### config.mk
export PLATFORM = sky130hd
export DESIGN_NAME = fsm_quicksort_bank_sched
export DESIGN_NICKNAME = d
export VERILOG_FILES = /design/src/rtl/fsm_quicksort_pkg.sv /design/src/rtl/fsm_quicksort_bank_ctxt.sv /design/src/rtl/fsm_quicksort_bank_sched.sv
export SDC_FILE = /design/constraint.sdc
export NUM_CORES = 1
export LEC_CHECK = 0
export BUFFER_PORTS_ARGS = -buffer_cell sky130_fd_sc_hd__buf_4
export CORE_UTILIZATION = 45
export DETAILED_ROUTE_END_ITERATION = 7
export PLACE_DENSITY = 0.76
export SLEW_MARGIN = 15
export SYNTH_ARGS = -nofsm -noshare
export SYNTH_HDL_FRONTEND = slang
export SYNTH_SLANG_ARGS = --single-unit
### constraint.sdc
create_clock -name clk_i -period 2.65 [get_ports clk_i]
set_input_delay 0.1325 -clock clk_i [delete_from_list [all_inputs] [get_ports clk_i]]
set_output_delay 0.1325 -clock clk_i [all_outputs]
set_load 0.05 [all_outputs]
### src/rtl/fsm_quicksort_pkg.sv
// Shared types for the quicksort engine: bank lifecycle, bank context and index widths.
package fsm_quicksort_pkg;

  localparam int unsigned N      = 16;
  localparam int unsigned BANK_N = 2;

  // Wide enough to carry an over-range enqueue count (N+1 or more) for error detection.
  localparam int unsigned NW     = $clog2(N + 2);
  localparam int unsigned BankW  = (BANK_N > 1) ? $clog2(BANK_N) : 1;

  typedef logic [NW-1:0]    n_t;
  typedef logic [BankW-1:0] bank_n_t;

  typedef enum logic [2:0] {
    StIdle,
    StLoading,
    StReady,
    StSorting,
    StSorted,
    StUnloading
  } bank_status_t;

  typedef struct packed {
    bank_status_t status;
    n_t           n;
    logic         error;
  } bank_state_t;

endpackage

### src/rtl/fsm_quicksort_bank_ctxt.sv
// One sort bank's lifecycle register: status, entry count and error flag.
module fsm_quicksort_bank_ctxt
  import fsm_quicksort_pkg::*;
(
  input  logic        clk_i,
  input  logic        rst_ni,
  input  logic        load_start_i,
  input  logic        load_done_i,
  input  n_t          load_n_i,
  input  logic        sort_start_i,
  input  logic        sort_done_i,
  input  logic        sort_error_i,
  input  logic        unload_start_i,
  input  logic        unload_done_i,
  output bank_state_t state_o
);

  bank_state_t state_q;

  // Bank lifecycle FSM; each strobe only acts in the status it belongs to.
  always_ff @(posedge clk_i or negedge rst_ni) begin
    if (!rst_ni) begin
      state_q <= '{status: StIdle, n: '0, error: 1'b0};
    end else begin
      unique case (state_q.status)
        StIdle: begin
          if (load_start_i) state_q.status <= StLoading;
        end
        StLoading: begin
          if (load_done_i) begin
            if (load_n_i == '0) begin
              // Empty batch: nothing to sort, hand straight to dequeue.
              state_q <= '{status: StSorted, n: '0, error: 1'b0};
            end else if (load_n_i > n_t'(N)) begin
              state_q <= '{status: StSorted, n: '0, error: 1'b1};
            end else begin
              state_q <= '{status: StReady, n: load_n_i, error: 1'b0};
            end
          end
        end
        StReady: begin
          if (sort_start_i) state_q.status <= StSorting;
        end
        StSorting: begin
          if (sort_done_i) begin
            state_q.status <= StSorted;
            state_q.error  <= state_q.error | sort_error_i;
          end
        end
        StSorted: begin
          if (unload_start_i) state_q.status <= StUnloading;
        end
        StUnloading: begin
          if (unload_done_i) state_q <= '{status: StIdle, n: '0, error: 1'b0};
        end
        default: state_q <= '{status: StIdle, n: '0, error: 1'b0};
      endcase
    end
  end

  assign state_o = state_q;

endmodule

### src/rtl/fsm_quicksort_bank_sched.sv
// In-order bank scheduler between the enqueue, sort and dequeue FSMs.
module fsm_quicksort_bank_sched
  import fsm_quicksort_pkg::*;
(
  input  logic                     clk_i,
  input  logic                     rst_ni,
  input  logic                     enq_vld_i,
  output logic                     enq_rdy_o,
  output bank_n_t                  enq_bank_o,
  input  logic                     enq_done_i,
  input  n_t                       enq_n_i,
  output logic                     sort_vld_o,
  input  logic                     sort_rdy_i,
  output bank_n_t                  sort_bank_o,
  output n_t                       sort_n_o,
  input  logic                     sort_done_i,
  input  logic                     sort_error_i,
  output logic                     deq_vld_o,
  input  logic                     deq_rdy_i,
  output bank_n_t                  deq_bank_o,
  output n_t                       deq_n_o,
  output logic                     deq_error_o,
  input  logic                     deq_done_i,
  output bank_state_t [BANK_N-1:0] bank_state_o,
  output logic                     busy_o,
  output logic                     protocol_err_o
);

  localparam int unsigned CntW = $clog2(BANK_N + 1);
  typedef logic [CntW-1:0] cnt_t;

  function automatic bank_n_t ptr_inc(bank_n_t p);
    return (p == bank_n_t'(BANK_N - 1)) ? '0 : bank_n_t'(p + 1'b1);
  endfunction

  bank_n_t wr_ptr_q, wr_ptr_d, srt_ptr_q, srt_ptr_d, rd_ptr_q, rd_ptr_d;
  // Banks the sort pointer has passed that are not yet unloaded; disambiguates
  // srt_ptr == rd_ptr between "sort caught up" and "sort lapped the reader".
  cnt_t    sorted_cnt_q, sorted_cnt_d;
  logic    protocol_err_q, protocol_err_d;

  bank_state_t wr_bank, srt_bank, rd_bank;
  logic enq_fire, sort_fire, deq_fire;
  logic enq_done_ok, sort_done_ok, deq_done_ok, srt_skip, srt_adv;
  logic [BANK_N-1:0] load_start, load_done, sort_start, sort_done, unload_start, unload_done;

  assign wr_bank  = bank_state_o[wr_ptr_q];
  assign srt_bank = bank_state_o[srt_ptr_q];
  assign rd_bank  = bank_state_o[rd_ptr_q];

  assign enq_rdy_o   = (wr_bank.status == StIdle);
  assign enq_bank_o  = wr_ptr_q;
  assign sort_vld_o  = (srt_bank.status == StReady);
  assign sort_bank_o = srt_ptr_q;
  assign sort_n_o    = srt_bank.n;
  assign deq_vld_o   = (rd_bank.status == StSorted);
  assign deq_bank_o  = rd_ptr_q;
  assign deq_n_o     = rd_bank.n;
  assign deq_error_o = rd_bank.error;
  assign protocol_err_o = protocol_err_q;

  assign enq_fire  = enq_vld_i & enq_rdy_o;
  assign sort_fire = sort_vld_o & sort_rdy_i;
  assign deq_fire  = deq_vld_o & deq_rdy_i;

  assign enq_done_ok  = enq_done_i & (wr_bank.status == StLoading);
  assign sort_done_ok = sort_done_i & (srt_bank.status == StSorting);
  assign deq_done_ok  = deq_done_i & (rd_bank.status == StUnloading);
  // A SORTED bank under srt_ptr was sent there by enqueue unless sort has lapped the reader.
  assign srt_skip     = (srt_bank.status == StSorted) & (sorted_cnt_q != cnt_t'(BANK_N));
  assign srt_adv      = sort_done_ok | srt_skip;

  // Route each stage's strobes to the bank its pointer selects.
  always_comb begin
    load_start   = '0;
    load_done    = '0;
    sort_start   = '0;
    sort_done    = '0;
    unload_start = '0;
    unload_done  = '0;
    for (int b = 0; b < BANK_N; b++) begin
      load_start[b]   = enq_fire & (wr_ptr_q == bank_n_t'(b));
      load_done[b]    = enq_done_ok & (wr_ptr_q == bank_n_t'(b));
      sort_start[b]   = sort_fire & (srt_ptr_q == bank_n_t'(b));
      sort_done[b]    = sort_done_ok & (srt_ptr_q == bank_n_t'(b));
      unload_start[b] = deq_fire & (rd_ptr_q == bank_n_t'(b));
      unload_done[b]  = deq_done_ok & (rd_ptr_q == bank_n_t'(b));
    end
  end

  // Pointer, in-flight count and sticky protocol error next state.
  always_comb begin
    wr_ptr_d     = enq_done_ok ? ptr_inc(wr_ptr_q) : wr_ptr_q;
    srt_ptr_d    = srt_adv ? ptr_inc(srt_ptr_q) : srt_ptr_q;
    rd_ptr_d     = deq_done_ok ? ptr_inc(rd_ptr_q) : rd_ptr_q;
    sorted_cnt_d = sorted_cnt_q;
    if (srt_adv && !deq_done_ok) begin
      sorted_cnt_d = sorted_cnt_q + cnt_t'(1);
    end else if (!srt_adv && deq_done_ok) begin
      sorted_cnt_d = sorted_cnt_q - cnt_t'(1);
    end
    protocol_err_d = protocol_err_q
                   | (enq_done_i & ~enq_done_ok)
                   | (sort_done_i & ~sort_done_ok)
                   | (deq_done_i & ~deq_done_ok);
  end

  // Scheduler state registers.
  always_ff @(posedge clk_i or negedge rst_ni) begin
    if (!rst_ni) begin
      wr_ptr_q       <= '0;
      srt_ptr_q      <= '0;
      rd_ptr_q       <= '0;
      sorted_cnt_q   <= '0;
      protocol_err_q <= 1'b0;
    end else begin
      wr_ptr_q       <= wr_ptr_d;
      srt_ptr_q      <= srt_ptr_d;
      rd_ptr_q       <= rd_ptr_d;
      sorted_cnt_q   <= sorted_cnt_d;
      protocol_err_q <= protocol_err_d;
    end
  end

  // Busy whenever any bank has left IDLE.
  always_comb begin
    busy_o = 1'b0;
    for (int b = 0; b < BANK_N; b++) begin
      busy_o = busy_o | (bank_state_o[b].status != StIdle);
    end
  end

  for (genvar g = 0; g < BANK_N; g++) begin : g_bank
    fsm_quicksort_bank_ctxt u_ctxt (
      .clk_i          (clk_i),
      .rst_ni         (rst_ni),
      .load_start_i   (load_start[g]),
      .load_done_i    (load_done[g]),
      .load_n_i       (enq_n_i),
      .sort_start_i   (sort_start[g]),
      .sort_done_i    (sort_done[g]),
      .sort_error_i   (sort_error_i),
      .unload_start_i (unload_start[g]),
      .unload_done_i  (unload_done[g]),
      .state_o        (bank_state_o[g])
    );
  end

endmodule

# ---- After elaboration in Yosys (flattened, before gate mapping)
# Cells that the tools add are included.
dict set report totals {
  out_inout_bits 37
  word_cells 142
  register_bits 24
  input_bits 14
}
dict set report classes {
  reduce_logical 21
  magnitude_cmp 4
  bitwise 39
  eq_ne 29
  n_mux 33
  addsub 5
}
# operator n
set op_table {}
lappend op_table {{9-bit 2-to-1 mux} 12}
lappend op_table {{3-bit case mux with 6 select lines} 2}
lappend op_table {{5-bit case mux with 3 select lines} 2}
lappend op_table {{3-bit 2-to-1 mux} 8}
lappend op_table {{2-bit by 1-bit inequality test with 1-bit output, second input constant} 12}
lappend op_table {{1-bit AND} 22}
lappend op_table {{3-bit equality test, second input constant} 7}
lappend op_table {{3-bit by 2-bit equality test with 1-bit output, second input constant} 6}
lappend op_table {{6-bit AND reduction} 2}
lappend op_table {{1-bit inverter} 10}
lappend op_table {{3-bit by 1-bit equality test with 1-bit output, second input constant} 3}
lappend op_table {{3-bit zero test} 3}
lappend op_table {{1-bit case mux with 4 select lines} 2}
lappend op_table {{4-bit AND reduction} 2}
lappend op_table {{4-bit OR reduction} 2}
lappend op_table {{1-bit OR} 7}
lappend op_table {{1-bit by 2-bit less-than comparator with 1-bit output, second input constant} 3}
lappend op_table {{3-bit AND reduction} 2}
lappend op_table {{3-bit nonzero test} 2}
lappend op_table {{3-bit OR reduction} 2}
lappend op_table {{5-bit > comparator, second input constant} 1}
lappend op_table {{5-bit zero test} 1}
lappend op_table {{1-bit 2-to-1 mux} 5}
lappend op_table {{2-bit 2-to-1 mux} 2}
lappend op_table {{other kinds (7)} 11}

# ---- Longest topological paths before layout
dict set report logic_depth {
  word_depth 9
  ltp_mapped 9
  mapped_depth_nobuf 8
}

# ---- Hierarchy
# From an unflattened synthesis, not the netlist that was laid out.
dict set report unflattened {
  cells_unflattened 209
  area_unflattened_um2 1929.4
}
# mod area_per_inst_um2 seq_area_each_um2 instances cells_per_inst
set by_module_without_submodules {}
lappend by_module_without_submodules {fsm_quicksort_bank_ctxt 610.6 225.2 2 63}
lappend by_module_without_submodules {fsm_quicksort_bank_sched 708.2 150.1 1 83}

# ---- Worst setup path before layout
# Ideal clock, no wire load.
dict set report synth_path {
  path_type {register to output}
  start {register g_bank[0].u_ctxt.state_q (netlist bit g_bank[0].u_ctxt.state_o[7])}
  end {output port deq_vld_o}
  arrival_ns 2.212
  setup_slack_ns 0.305
  n_path_buf 1
  required_time_ns 2.518
  path_stages_with_launch 4
  path_cell_list {dfrtp_1 > buf_2 > nand2b_4 > o31ai_1}
}
dict set report synth_between {
  elab_chain_cells 3
}
# item line_no
set synth_rtl {}
lappend synth_rtl {{start, declared} fsm_quicksort_bank_ctxt.sv:18} ;# bank_state_t state_q;
lappend synth_rtl {{start signal, assigned} fsm_quicksort_bank_ctxt.sv:23} ;# state_q <= '{status: StIdle, n: '0, error: 1'b0};
lappend synth_rtl {{start signal, assigned} fsm_quicksort_bank_ctxt.sv:33} ;# state_q <= '{status: StSorted, n: '0, error: 1'b0};
lappend synth_rtl {{start signal, assigned} fsm_quicksort_bank_ctxt.sv:35} ;# state_q <= '{status: StSorted, n: '0, error: 1'b1};
lappend synth_rtl {{9-bit 2-to-1 mux (implied by the code) (2 in series)} fsm_quicksort_bank_sched.sv:49} ;# assign rd_bank = bank_state_o[rd_ptr_q];
lappend synth_rtl {{3-bit equality test} fsm_quicksort_bank_sched.sv:56} ;# assign deq_vld_o = (rd_bank.status == StSorted);
lappend synth_rtl {{end, declared} fsm_quicksort_bank_sched.sv:18} ;# output logic deq_vld_o,
# Every way passes these cells. The select of a mux whose other input is x is not followed.

# ---- Final worst setup path
dict set report layout_path {
  start {register rd_ptr_q, in the netlist deq_bank_o}
  end {register sorted_cnt_q[1]}
}
dict set report layout_between {
  elab_chain_cells 7
  elab_cells_between_ends 9
  classes_between {eq/ne (1); mux (3); bitwise (1); reduce/logical (4)}
}
# item line_no
set layout_rtl {}
lappend layout_rtl {{start, declared} fsm_quicksort_bank_sched.sv:36} ;# bank_n_t wr_ptr_q, wr_ptr_d, srt_ptr_q, srt_ptr_d, rd_ptr_q, rd_ptr_d;
lappend layout_rtl {{start signal, assigned} fsm_quicksort_bank_sched.sv:119} ;# rd_ptr_q <= rd_ptr_d;
lappend layout_rtl {{9-bit 2-to-1 mux (implied by the code) * (2 in series)} fsm_quicksort_bank_sched.sv:49}
lappend layout_rtl {{3-bit equality test *} fsm_quicksort_bank_sched.sv:68} ;# assign deq_done_ok = deq_done_i & (rd_bank.status == StUnloading);
lappend layout_rtl {{1-bit AND *} fsm_quicksort_bank_sched.sv:68}
lappend layout_rtl {{1-bit zero test} fsm_quicksort_bank_sched.sv:97} ;# if (srt_adv && !deq_done_ok) begin
lappend layout_rtl {{1-bit logical AND} fsm_quicksort_bank_sched.sv:97}
lappend layout_rtl {{2-bit 2-to-1 mux or 2-bit nonzero test (tied branches)} --}
lappend layout_rtl {{end signal, assigned} fsm_quicksort_bank_sched.sv:120} ;# sorted_cnt_q <= sorted_cnt_d;
lappend layout_rtl {{end, declared} fsm_quicksort_bank_sched.sv:39} ;# cnt_t sorted_cnt_q, sorted_cnt_d;
# Every way passes the cells marked *; elsewhere a longest branch is shown, timed or not. The select of a mux whose other input is x is not followed.
# A chain may end at the register's enable or synchronous reset.

==> flow_summary.json <==
{
  "status": "finished clean",
  "drc": 0,
  "diodes": 0,
  "yosys_warnings": 0,
  "track_usage_pct": 22.4,
  "r2r_setup_slack_ps": 600,
  "die_w_um": 62.1,
  "drive_gt1_share_pct": 37.1,
  "crit_start": "deq_bank_o",
  "syn_area_mm2": 0.00163,
  "post_cts_resize_count": 0,
  "die_height_um": 62.1,
  "layout_common_cells": "buf_4, dfrtp_1, nor2_1",
  "clkSlewWorstSetupHoldPaths_ps": 130,
  "min-delay-path-class": "primary input to register",
  "cp_num_cells": 6,
  "cts_buffers": 3,
  "grt_pass1_wl_um": 6900,
  "h-tree-depth": 1,
  "syn-num-nets": 185,
  "finalCriticalPeriod_ps": 2050,
  "busiest_layer": "met2",
  "synth_top_area_cell": "dfrtp_1",
  "dr.pass1.iters": 4,
  "slew_viol_final": 0,
  "cp.arrival_ps": 2300,
  "antenna_found_initial": 0,
  "postSynthCellCount": 166,
  "cap_viol_max_count": 0,
  "reg2reg_depth": 6,
  "io_buffer_count": 50,
  "skew_ps": 9.53,
  "core_area_mm2": 0.00339,
  "synth_edf_count": 0,
  "rsz0062_at_grt": "false",
  "grt_pass1_vias": 1448,
  "nFillCells": 293,
  "start_util_pct": 48.0,
  "synthFlopType": "dfrtp_1",
  "die_area_mm2": 0.00386,
  "drtIter0Drc": 96,
  "r2r-end": "sorted_cnt_q[1]",
  "place_hpwl_um": 3100,
  "slowest_stage": "dfrtp_1",
  "ios": 51,
  "place.gp.congestion": 0.877,
  "netlist-cell-type-count": 51,
  "grt_overflow": 0,
  "avgRoutedWirePerCell_um": 16.5,
  "crit_fanout": 18,
  "cp-endpoint": "sorted_cnt_q[1]",
  "synth.avg_cell_area_um2": 9.80,
  "layout.area.seq_um2": 601,
  "ctsLongestPathBuffers": 2,
  "endpoint_kind": "register",
  "max_freq_mhz": 488,
  "grt_max_degree": 25,
  "worstPathRequired_ps": 2900,
  "clk_latency_ps": 310,
  "async_flop_share_pct": 100,
  "synth_area_leaders": "dfrtp_1, mux2_2, mux2_4",
  "rr_startpoint": "deq_bank_o",
  "nNetsFinal": 231,
  "period_share_pct": 77.3,
  "multi_input_area_um2": 941,
  "row_count": 21,
  "worstSetupStartpointType": "register",
  "critPathKind": "register to register",
  "grtUsageMet3_pct": 3.13,
  "routed-via-count": 1496,
  "crit_path_frequent_cell": "nand2_1",
  "setup_violations": 0,
  "ys_seq_area_share_pct": 36.9,
  "ys_seq_elements": 24,
  "slew_headroom_pct": 52.0,
  "numClockSinks": 24,
  "tightest_slew_ps": 720,
  "synth_top_area_share_pct": 36.9,
  "cts_root_buffer": "clkbuf_4",
  "cts_tree": "built",
  "crit_chain": "nand2_1 > o32ai_2 > nand2_1 > ha_1 > nor2_1 > xor2_1",
  "cp_top_family": "flip-flops",
  "area.growth.synth_to_final_pct": 25.2,
  "grt_use_met1_pct": 28.9,
  "vias_per_cell": 5.84,
  "finalSetupTns_ps": 0,
  "met2_usage_pct": 38.6,
  "final_hold_viol_count": 0,
  "detail-route-antenna-nets": 0,
  "critPathMaxStageDelay_ps": 830,
  "worstPathBufferInverterCount": 0,
  "final_common_cell": "buf_4",
  "wl_um": 4220
}
## timing repair
item	in CTS	in global routing
hold buffers	1	0
setup buffers	0	0
hold endpoints to repair	24	0
## cell usage after synthesis, drive strengths merged (3+ instances only)
cell type,instances
a21oi,6
a22o,3
a31oi,4
a32o,5
and3,3
buf,8
dfrtp,24
ha,5
inv,8
mux2,17
mux2i,3
nand2,12
nand2b,5
nand3,3
nor2,15
nor2b,5
nor3,3
o211ai,3
o21ai,4
o22ai,4
## worst min-delay path by stage
| stage | startpoint | end | cells after the start |
|---|---|---|---|
| floorplan | rst_ni | deq_bank_o | 0 |
| global placement | rst_ni | g_bank[1].u_ctxt.state_o[6] | 1 |
| detailed placement | rst_ni | g_bank[1].u_ctxt.state_o[6] | 1 |
| CTS | enq_n_i[1] | g_bank[1].u_ctxt.state_o[2] | 2 |
| global route | enq_n_i[1] | g_bank[1].u_ctxt.state_o[2] | 2 |
| finish | enq_n_i[1] | g_bank[1].u_ctxt.state_o[2] | 2 |
## flip-flops by register name (all words and copies together), names as in the netlist
register / cells
g_bank.u_ctxt.state_o: 18
sorted_cnt_q: 2
deq_bank_o: 1
enq_bank_o: 1
protocol_err_o: 1
sort_bank_o: 1
## cells by family after synthesis
group / count (synthesis) / share of synthesized area [%]
AO/OA/AOI/OAI: 39 / 18.2
AND/OR/NAND/NOR: 56 / 18.8
adder cells (fa/ha/maj): 5 / 3.85
XOR/XNOR: 4 / 2.15
flip-flops: 24 / 36.9
buffers and inverters: 18 / 5.23
multiplexers: 20 / 14.8
## area by class of cell
cell class / instances / area share [%]
Multi-Input combinational cell: 124 / 46.2
Timing Repair Buffer: 51 / 18.9
Sequential cell: 24 / 29.5
Tap cell: 46 / 2.83
Inverter: 8 / 1.47
Clock buffer: 3 / 1.11
## stage by stage
| stage | util [%] | worst slack, ps | std cells | hold slack (ps) | cell area [µm²] |
|---|---|---|---|---|---|
| 4_1_cts | 60.1 | 638 | 256 | 72.1 | 2040 |
| 3_3_place_gp | 59.1 | 777 | 252 | 49.0 | 2000 |
| 3_5_place_dp | 59.1 | 678 | 252 | 53.5 | 2000 |
| 6_report | 60.1 | 601 | 256 | 75.0 | 2040 |
| 2_1_floorplan | - | 305 | 166 | -163 | 1630 |
| 5_1_grt | 60.1 | 484 | 256 | 72.6 | 2040 |
## layer usage
metal / up-vias / part of all wire (%) / wire, µm
met1: 730 / 44 / 1860
li1: 700 / - / -
met2: 60 / 49 / 2050
met3: 6 / 6.1 / 256
met4: 0 / 1.2 / 51
met5: - / 0 / 0
Power is not shown: default switching activity piles up to over one toggle a cycle in this logic, so the estimate is an artifact.
